File: config.mk
export PLATFORM = sky130hd
export DESIGN_NAME = alu_arbiter
export DESIGN_NICKNAME = d
export VERILOG_FILES = /design/src/rtl/alu_arbiter.sv
export SDC_FILE = /design/constraint.sdc
export NUM_CORES = 1
export LEC_CHECK = 0
export CORE_AREA = 2 2 45 47
export CTS_BUF_LIST = sky130_fd_sc_hd__clkbuf_4
export DETAILED_ROUTE_END_ITERATION = 8
export DIE_AREA = 0 0 47 49
export DONT_BUFFER_PORTS = 1
export PLACE_DENSITY = 0.73
export SLEW_MARGIN = 20
export SYNTH_ARGS = -nofsm -noshare
export SYNTH_HDL_FRONTEND = slang
export SYNTH_SLANG_ARGS = --single-unit
File: constraint.sdc
create_clock -name clk -period 2.2 [get_ports clk]
set_input_delay 0.22 -clock clk [delete_from_list [all_inputs] [get_ports clk]]
set_output_delay 0.22 -clock clk [all_outputs]
set_load 0.05 [all_outputs]
File: src/rtl/alu_arbiter.sv
// alu_arbiter: round-robin front end that shares one 2-bit ALU between four
// requesters. Each accepted operation goes IDLE -> EXEC -> RESP, so one
// result is produced at most every three cycles.
// The optional operation counter is built when ALU_ARBITER_STATS_EN is defined.
module alu_arbiter #(
  parameter int NUM_REQ = 4  // only 4 requesters are supported (2-bit ids)
) (
  input  logic                   clk,
  input  logic                   rst_n,
  input  logic [NUM_REQ-1:0]     req_valid,
  output logic [NUM_REQ-1:0]     req_ready,
  input  logic [2*NUM_REQ-1:0]   req_a,
  input  logic [2*NUM_REQ-1:0]   req_b,
  input  logic [3*NUM_REQ-1:0]   req_sel,
  output logic [1:0]             alu_a,
  output logic [1:0]             alu_b,
  output logic [2:0]             alu_sel,
  input  logic [2:0]             alu_out,
  output logic                   rsp_valid,
  input  logic                   rsp_ready,
  output logic [1:0]             rsp_id,
  output logic [2:0]             rsp_data,
  output logic                   busy
`ifdef ALU_ARBITER_STATS_EN
  ,
  output logic [7:0]             op_count
`endif
);

  typedef enum logic [1:0] {IDLE, EXEC, RESP} state_t;

  state_t     r_state;
  state_t     w_next_state;
  logic [1:0] r_rr_ptr;
  logic [1:0] r_gnt_id;
  logic [1:0] r_a;
  logic [1:0] r_b;
  logic [2:0] r_sel;
  logic [1:0] r_rsp_id;
  logic [2:0] r_rsp_data;
  logic [1:0] w_gnt_id;
  logic [1:0] w_idx;
  logic       w_found;
  logic [1:0] w_a;
  logic [1:0] w_b;
  logic [2:0] w_sel;
  logic       w_accept;
  logic       w_rsp_done;

  // Search upward from the round-robin pointer for the first valid requester
  always_comb begin
    w_found  = 1'b0;
    w_gnt_id = '0;
    w_idx    = '0;
    for (int k = 0; k < NUM_REQ; k++) begin
      w_idx = r_rr_ptr + 2'(k);
      if (!w_found && req_valid[w_idx]) begin
        w_found  = 1'b1;
        w_gnt_id = w_idx;
      end
    end
  end

  // Grant only in IDLE and never while reset is held, even if requests are up
  assign req_ready  = (r_state == IDLE && rst_n && w_found) ? (NUM_REQ'(1) << w_gnt_id) : '0;
  assign w_accept   = |(req_valid & req_ready);
  assign w_rsp_done = (r_state == RESP) && rsp_ready;

  // Pick the winning requester's operands out of the packed buses
  always_comb begin
    w_a   = '0;
    w_b   = '0;
    w_sel = '0;
    for (int i = 0; i < NUM_REQ; i++) begin
      if (w_gnt_id == 2'(i)) begin
        w_a   = req_a[2*i +: 2];
        w_b   = req_b[2*i +: 2];
        w_sel = req_sel[3*i +: 3];
      end
    end
  end

  // State register
  always_ff @(posedge clk or negedge rst_n) begin
    if (!rst_n) r_state <= IDLE;
    else        r_state <= w_next_state;
  end

  // Next-state logic: one cycle of execution, then hold in RESP until consumed
  always_comb begin
    w_next_state = r_state;
    case (r_state)
      IDLE:    if (w_accept) w_next_state = EXEC;
      EXEC:    w_next_state = RESP;
      RESP:    if (rsp_ready) w_next_state = IDLE;
      default: w_next_state = IDLE;
    endcase
  end

  // Operand latch on accept, result capture at end of EXEC, pointer advance on handshake
  always_ff @(posedge clk or negedge rst_n) begin
    if (!rst_n) begin
      r_rr_ptr   <= '0;
      r_gnt_id   <= '0;
      r_a        <= '0;
      r_b        <= '0;
      r_sel      <= '0;
      r_rsp_id   <= '0;
      r_rsp_data <= '0;
    end else begin
      if (w_accept) begin
        r_a      <= w_a;
        r_b      <= w_b;
        r_sel    <= w_sel;
        r_gnt_id <= w_gnt_id;
      end
      if (r_state == EXEC) begin
        r_rsp_data <= alu_out;
        r_rsp_id   <= r_gnt_id;
      end
      if (w_rsp_done) r_rr_ptr <= r_gnt_id + 2'd1;
    end
  end

  assign alu_a     = r_a;
  assign alu_b     = r_b;
  assign alu_sel   = r_sel;
  assign rsp_id    = r_rsp_id;
  assign rsp_data  = r_rsp_data;
  assign rsp_valid = (r_state == RESP);
  assign busy      = (r_state != IDLE);

`ifdef ALU_ARBITER_STATS_EN
  logic [7:0] r_op_count;

  // Saturating count of completed response handshakes
  always_ff @(posedge clk or negedge rst_n) begin
    if (!rst_n)                                r_op_count <= '0;
    else if (w_rsp_done && r_op_count != 8'hFF) r_op_count <= r_op_count + 8'd1;
  end

  assign op_count = r_op_count;
`endif

endmodule

==> results of run 1 <==
routing by layer:
metal,up-vias,GRT usage,share of wire
met5,-,0,0
met4,0,0.0833,0.0080
met3,2,0.0296,0.059
met2,28,0.311,0.52
met1,334,0.262,0.41
li1,354,-,-
sequential cells by signal, summed over array words and instances (netlist names):
name,cells
r_rr_ptr,2
r_state,2
alu_sel,3
r_gnt_id,2
alu_b,2
alu_a,2
rsp_data,3
rsp_id,2
how the worst max path moves through the flow:
stage                     slack (ps)  cells after the start         start           end
after floorplan                  320                      4   r_rr_ptr[1]  req_ready[0]
after global placement           490                      5  req_valid[2]  req_ready[3]
after detailed placement         430                      6   r_rr_ptr[0]      alu_b[0]
after CTS                        150                      6   r_rr_ptr[0]  req_ready[2]
after global routing              40                      5   r_rr_ptr[1]  req_ready[1]
final                            180                      5   r_rr_ptr[1]  req_ready[1]
critical path: stages, from the launching register on:
cell and delay (ps):
dfrtp_1 420, a21oi_1 80, or3b_1 370, o211ai_1 220, and3_2 300, buf_12 140
layout make-up:
type | instances | share of cell area
Timing Repair Buffer | 6 | 0.0633
Tap cell | 27 | 0.0295
Inverter | 7 | 0.0251
Sequential cell | 18 | 0.393
Multi-Input combinational cell | 64 | 0.466
Clock inverter | 1 | 0.00328
Clock buffer | 3 | 0.0197
logic make-up (layout without fill, tap and decap cells):
family,after synthesis,count (layout),share of synthesized area
buffers and inverters,10,17,0.0614
muxes,19,19,0.193
and+or+nand+nor,25,25,0.136
DFF,18,18,0.434
AOI/OAI and AO/OA,19,19,0.167
xor gates and xnor gates,1,1,0.00844
synthesized netlist by cell type:
| library cell | instances | area [um2] |
|---|---|---|
| xnor2_1 | 1 | 8.76 |
| clkbuf_1 | 1 | 3.75 |
| o221ai_2 | 5 | 75.1 |
| o211a_1 | 1 | 10.0 |
| o21ai_0 | 5 | 25.0 |
| buf_12 | 1 | 20.0 |
| nand2b_1 | 2 | 12.5 |
| o211ai_1 | 1 | 7.51 |
| a21oi_2 | 1 | 8.76 |
| nand2_1 | 11 | 41.3 |
| nor2b_1 | 1 | 6.26 |
| o21bai_1 | 1 | 7.51 |
| inv_4 | 1 | 6.26 |
| inv_1 | 6 | 22.5 |
| mux2_4 | 1 | 15.0 |
| dfrtp_1 | 18 | 450 |
| o221ai_1 | 3 | 26.3 |
| or3b_1 | 1 | 8.76 |
| and3_2 | 2 | 15.0 |
| nor2_1 | 2 | 7.51 |
| buf_6 | 1 | 11.3 |
| mux2i_1 | 14 | 140 |
| mux2_2 | 4 | 45.0 |
| or4_1 | 1 | 7.51 |
| nand2_4 | 2 | 22.5 |
| nand3_2 | 1 | 10.0 |
| a211o_1 | 1 | 8.76 |
| nor3_1 | 2 | 10.0 |
| a21oi_1 | 1 | 5.00 |
where the power goes:
| part | switching, uW | internal (uW) |
|---|---|---|
| Sequential | 492 | 479 |
| Clock | 95.8 | 65.9 |
| Combinational | 440 | 317 |
per-stage QoR:
stage	hold slack [ps]	total power, uW	utilization
2_1_floorplan	-75.6	1630	-
3_3_place_gp	-75.2	1710	0.603
3_5_place_dp	-75.2	1740	0.603
4_1_cts	22.7	1910	0.622
5_1_grt	40.9	2010	0.622
6_report	36.8	1890	0.622
==> metrics.cfg, run 1 <==
[job]
cap_violations=0

[final_layout]
final_common_cell=dfrtp_1
regArea_um2=450
design_area_um2=1150
num-nets-final=138
fin_cells=126
syn_to_final_growth_pct=10.4
n_fill_cell=167
diodes=0
drive_gt1_frac=0.273
final_cell_mix=dfrtp_1, mux2i_1, nand2_1
multi_input_area_um2=534

[clock_tree]
clk_latency_ps=290
htree_levels=1
postCtsHoldBufs=1
path_clk_slew_ps=90
cts_setup_buffers=0
cts_made_buffers=3
postCtsResizedCells=0
clock_tree.root_cell=clkbuf_4
cts_tree=built
cts.sinks=18
clock_path_buffers=2

[setup_path]
critPathKind=flop to output port
reg2reg_depth=6
cp-end-kind=output port
reg2reg_slack_ps=450
reg2reg_to=alu_b[0]
r2r_start=r_rr_ptr[0]
cp_max_fo=5
critPathRequiredTime_ps=1980
arrival_ps=1800
startpoint_type=flop

[floorplan]
ioPinCount=56
core-area_um2=1840
die_w_um=47
dieArea_um2=2300
std_cell_rows=16
die_h_um=49
start_util=0.564

[grt]
grt_max_degree=19
grt_util_all_layers=0.197
grt_pass1_wl_um=3240
overflow=0
antenna_found_initial=0
grt_pass1_vias=729

[synthesis]
yosysUniqueCellTypes=29
synth-seq-cells=18
synth_nets=130
syn_inst=92
synth.avg_cell_area_um2=11.3
yosys_warnings=0
synthesis.area_um2=1040
yosysSeqAreaShare=0.434

[timing]
timing.final.crit_period_ps=2020
tightestPinTransition_ps=779
worst_slack_ps=178
hold_viol=0
finalCritPeriodShare=0.919
final-setup-viol-count=0
slew_headroom=0.479
rsz0062_at_grt=false
clock_skew_ps=6.11
setup_tns_ps=0
maxSlewViolCount=0
max_freq_mhz=495

[drt]
postRouteAntennaNets=0
via_per_inst=5.70
dr.pass1.iters=4
drt_wl_total_um=2010
wl_per_cell_um=16.0
num_vias=718
drc=0
drt_iter0_drc=4

[pwr]
p_per_area_nw_per_um2=1650
power.leakage_uw=0.000525
vdd_drop_max_mv=0.895

[run_status]
status=completed

[placement]
gp_congestion=0.661
place_inst=121
dp_slack_ps=426
dpl_cell_area_um2=1110
dpl.hpwl_um=1540
port_buffers=0

[worst_hold_path]
hp-start=rsp_ready
hp-class=primary input to flop
min_to=r_state[1]
holdPathStages=1

No activity file was read; power rests on OpenSTA's default activity.
==> run 2: changes to the inputs <==
Settings changed: ABC_AREA set to 1, CORE_AREA 2 2 45 47 to 2 2 42 63, DIE_AREA 0 0 47 49 to 0 0 44 65.
==> run 2 against run 1 <==
The flow now finishes with violations (negative setup slack). Critical path depth rose by 5. Sequential share of layout area fell by 12 points. Via count rose by 79%. Critical path type unchanged. Count of clock-buffer cells in the layout did not move. Synthesized cell count rose by 93%. Core utilization rose by 7.1 points. Highest routed layer unchanged. Fmax fell by 11%. Worst setup slack got worse by 240 ps. Largest cell class unchanged. Routed wire length rose by 62%. Cell area rose by 43%.
==> metrics.cfg, run 2 <==
[clock_tree]
cts_made_buffers=3
clk_latency_ps=270
htree_levels=1
clock_path_buffers=2
cts.sinks=18
path_clk_slew_ps=80
clock_tree.root_cell=clkbuf_4
cts_tree=built

[timing]
finalCritPeriodShare=1.03
fin_hold_ws_ps=58.6
final-setup-viol-count=4
worst_slack_ps=-62.1
clock_skew_ps=2.33
hold_viol=0
maxSlewViolCount=0
timing.final.crit_period_ps=2260
slew_headroom=0.493
max_freq_mhz=442
tightestPinTransition_ps=758
rsz0062_at_grt=true

[run_status]
status=complete, but fails checks
violations=negative setup slack

[grt]
grt_pass1_vias=1267
grt_util_all_layers=0.236
grt_max_degree=19
grt_pass1_wl_um=5300
antenna_found_initial=0
overflow=0

[setup_path]
startpoint_type=flop
cpPeakStageDelay_ps=480
critPathRequiredTime_ps=1980
arrival_ps=2040
reg2reg_slack_ps=10
crit_slowest_cell=dfrtp_2
cp-end-kind=output port
startpoint=r_rr_ptr[0]
worstPathCellList=clkinvlp_4 -> nand2_2 -> nand3_4 -> nand2_4 -> inv_2 -> nand3_2 -> or2_4 -> nand4_4 -> nor3_4 -> buf_6
cp_max_fo=7
r2r_start=r_rr_ptr[0]
critPathKind=flop to output port

[synthesis]
synthesis.area_um2=1340
synth_top_area_frac=0.336
synth_common_cells=nand2_1, dfrtp_1, nand4_1, inv_1, nand3_1
syn_inst=178
ys.flop_type=dfrtp_1
yosysUniqueCellTypes=27
synth-edff-count=0
ys_top_cells_by_area=dfrtp_1, nand2_1, nand3_2
synth-seq-cells=18
synth_nets=216
yosysMostFrequentCell=nand2_1
synth.avg_cell_area_um2=7.54
yosys_warnings=0
yosysSeqAreaShare=0.336
synth_top_cell_by_area=dfrtp_1
async_flop_share=1.00

[final_layout]
final_cell_mix=nand2_1, dfrtp_1, buf_4
num-nets-final=239
final_common_cell=nand2_1
diodes=0
design_area_um2=1640
fin_cells=223
syn_to_final_growth_pct=22.3
drive_gt1_frac=0.392

[placement]
gp_congestion=0.844
dpl_cell_area_um2=1400
dp_slack_ps=-4.88
place_inst=207
dpl.hpwl_um=2430
port_buffers=0

[floorplan]
std_cell_rows=22
die_w_um=44
ioPinCount=56
core-area_um2=2370
dieArea_um2=2860
die_h_um=65
start_util=0.567

[worst_hold_path]
hp-start=rsp_ready
hp-class=primary input to flop

[job]
cap_violations=0

[drt]
via_per_inst=5.77
drc=0
postRouteAntennaNets=0
dr.pass1.iters=4
drt_wl_total_um=3250
wl_per_cell_um=14.6
num_vias=1287
drt_iter0_drc=43

==> run 2: per-layer routing <==
| layer | vias to the layer above | track usage | wire [um] |
|---|---|---|---|
| met5 | - | 0 | 0 |
| met4 | 0 | 0.0682 | 40 |
| met3 | 6 | 0.0279 | 241 |
| met2 | 61 | 0.421 | 1760 |
| met1 | 589 | 0.288 | 1210 |
| li1 | 631 | - | - |
==> run 2: what timing repair did <==
| action | CTS | global route |
|---|---|---|
| hold endpoints to repair | 18 | 0 |
| pin swaps | 11 | 14 |
| setup buffers | 8 | 3 |
| hold buffers | 1 | 0 |
| resized for setup | 18 | 14 |
| endpoints found under the setup margin | 4 | 5 |
| gates cloned | 1 | 0 |
==> run 2: area by class of cell <==
type | instances | area (um2)
fillers | 187 | 726
well taps | 24 | 30.0
inverters | 15 | 61.3
flip-flops and latches | 18 | 453
repair buffers | 22 | 190
repair inverters | 1 | 7.51
multi-input cells | 140 | 877
clock buffers | 3 | 22.5
==> run 2: through the flow <==
stage,TNS [ps],utilization
2_1_floorplan,-889,-
3_3_place_gp,0,0.591
3_5_place_dp,-4.88,0.591
4_1_cts,-10.9,0.660
5_1_grt,-1500,0.693
6_report,-156,0.693
==> run 2: worst paths after layout <==
path,endpoint,cells after the start
setup / recovery,req_ready[0],10
hold / removal,r_state[1],1
setup reg to reg,alu_sel[1],16
hold reg to reg,r_gnt_id[1],2
max in group asynchronous,r_rr_ptr[1],1
min in group asynchronous,r_gnt_id[1],1
==> run 2: cell families after synthesis <==
| family | Yosys count | synth area share |
|---|---|---|
| compound gates | 8 | 0.0373 |
| xor+xnor | 1 | 0.00652 |
| buf+inv | 20 | 0.0848 |
| flops | 18 | 0.336 |
| mux | 5 | 0.0419 |
| simple gates | 126 | 0.494 |
==> run 2: critical path: cells and delay by family (launching register included) <==
family	cells	cell delay, ps
buffers and inverters	3	400
flip-flops	1	480
AND/OR/NAND/NOR	7	880
Power of run 2 is not shown: default switching activity piles up to over one toggle a cycle in this logic, so the estimate is an artifact.
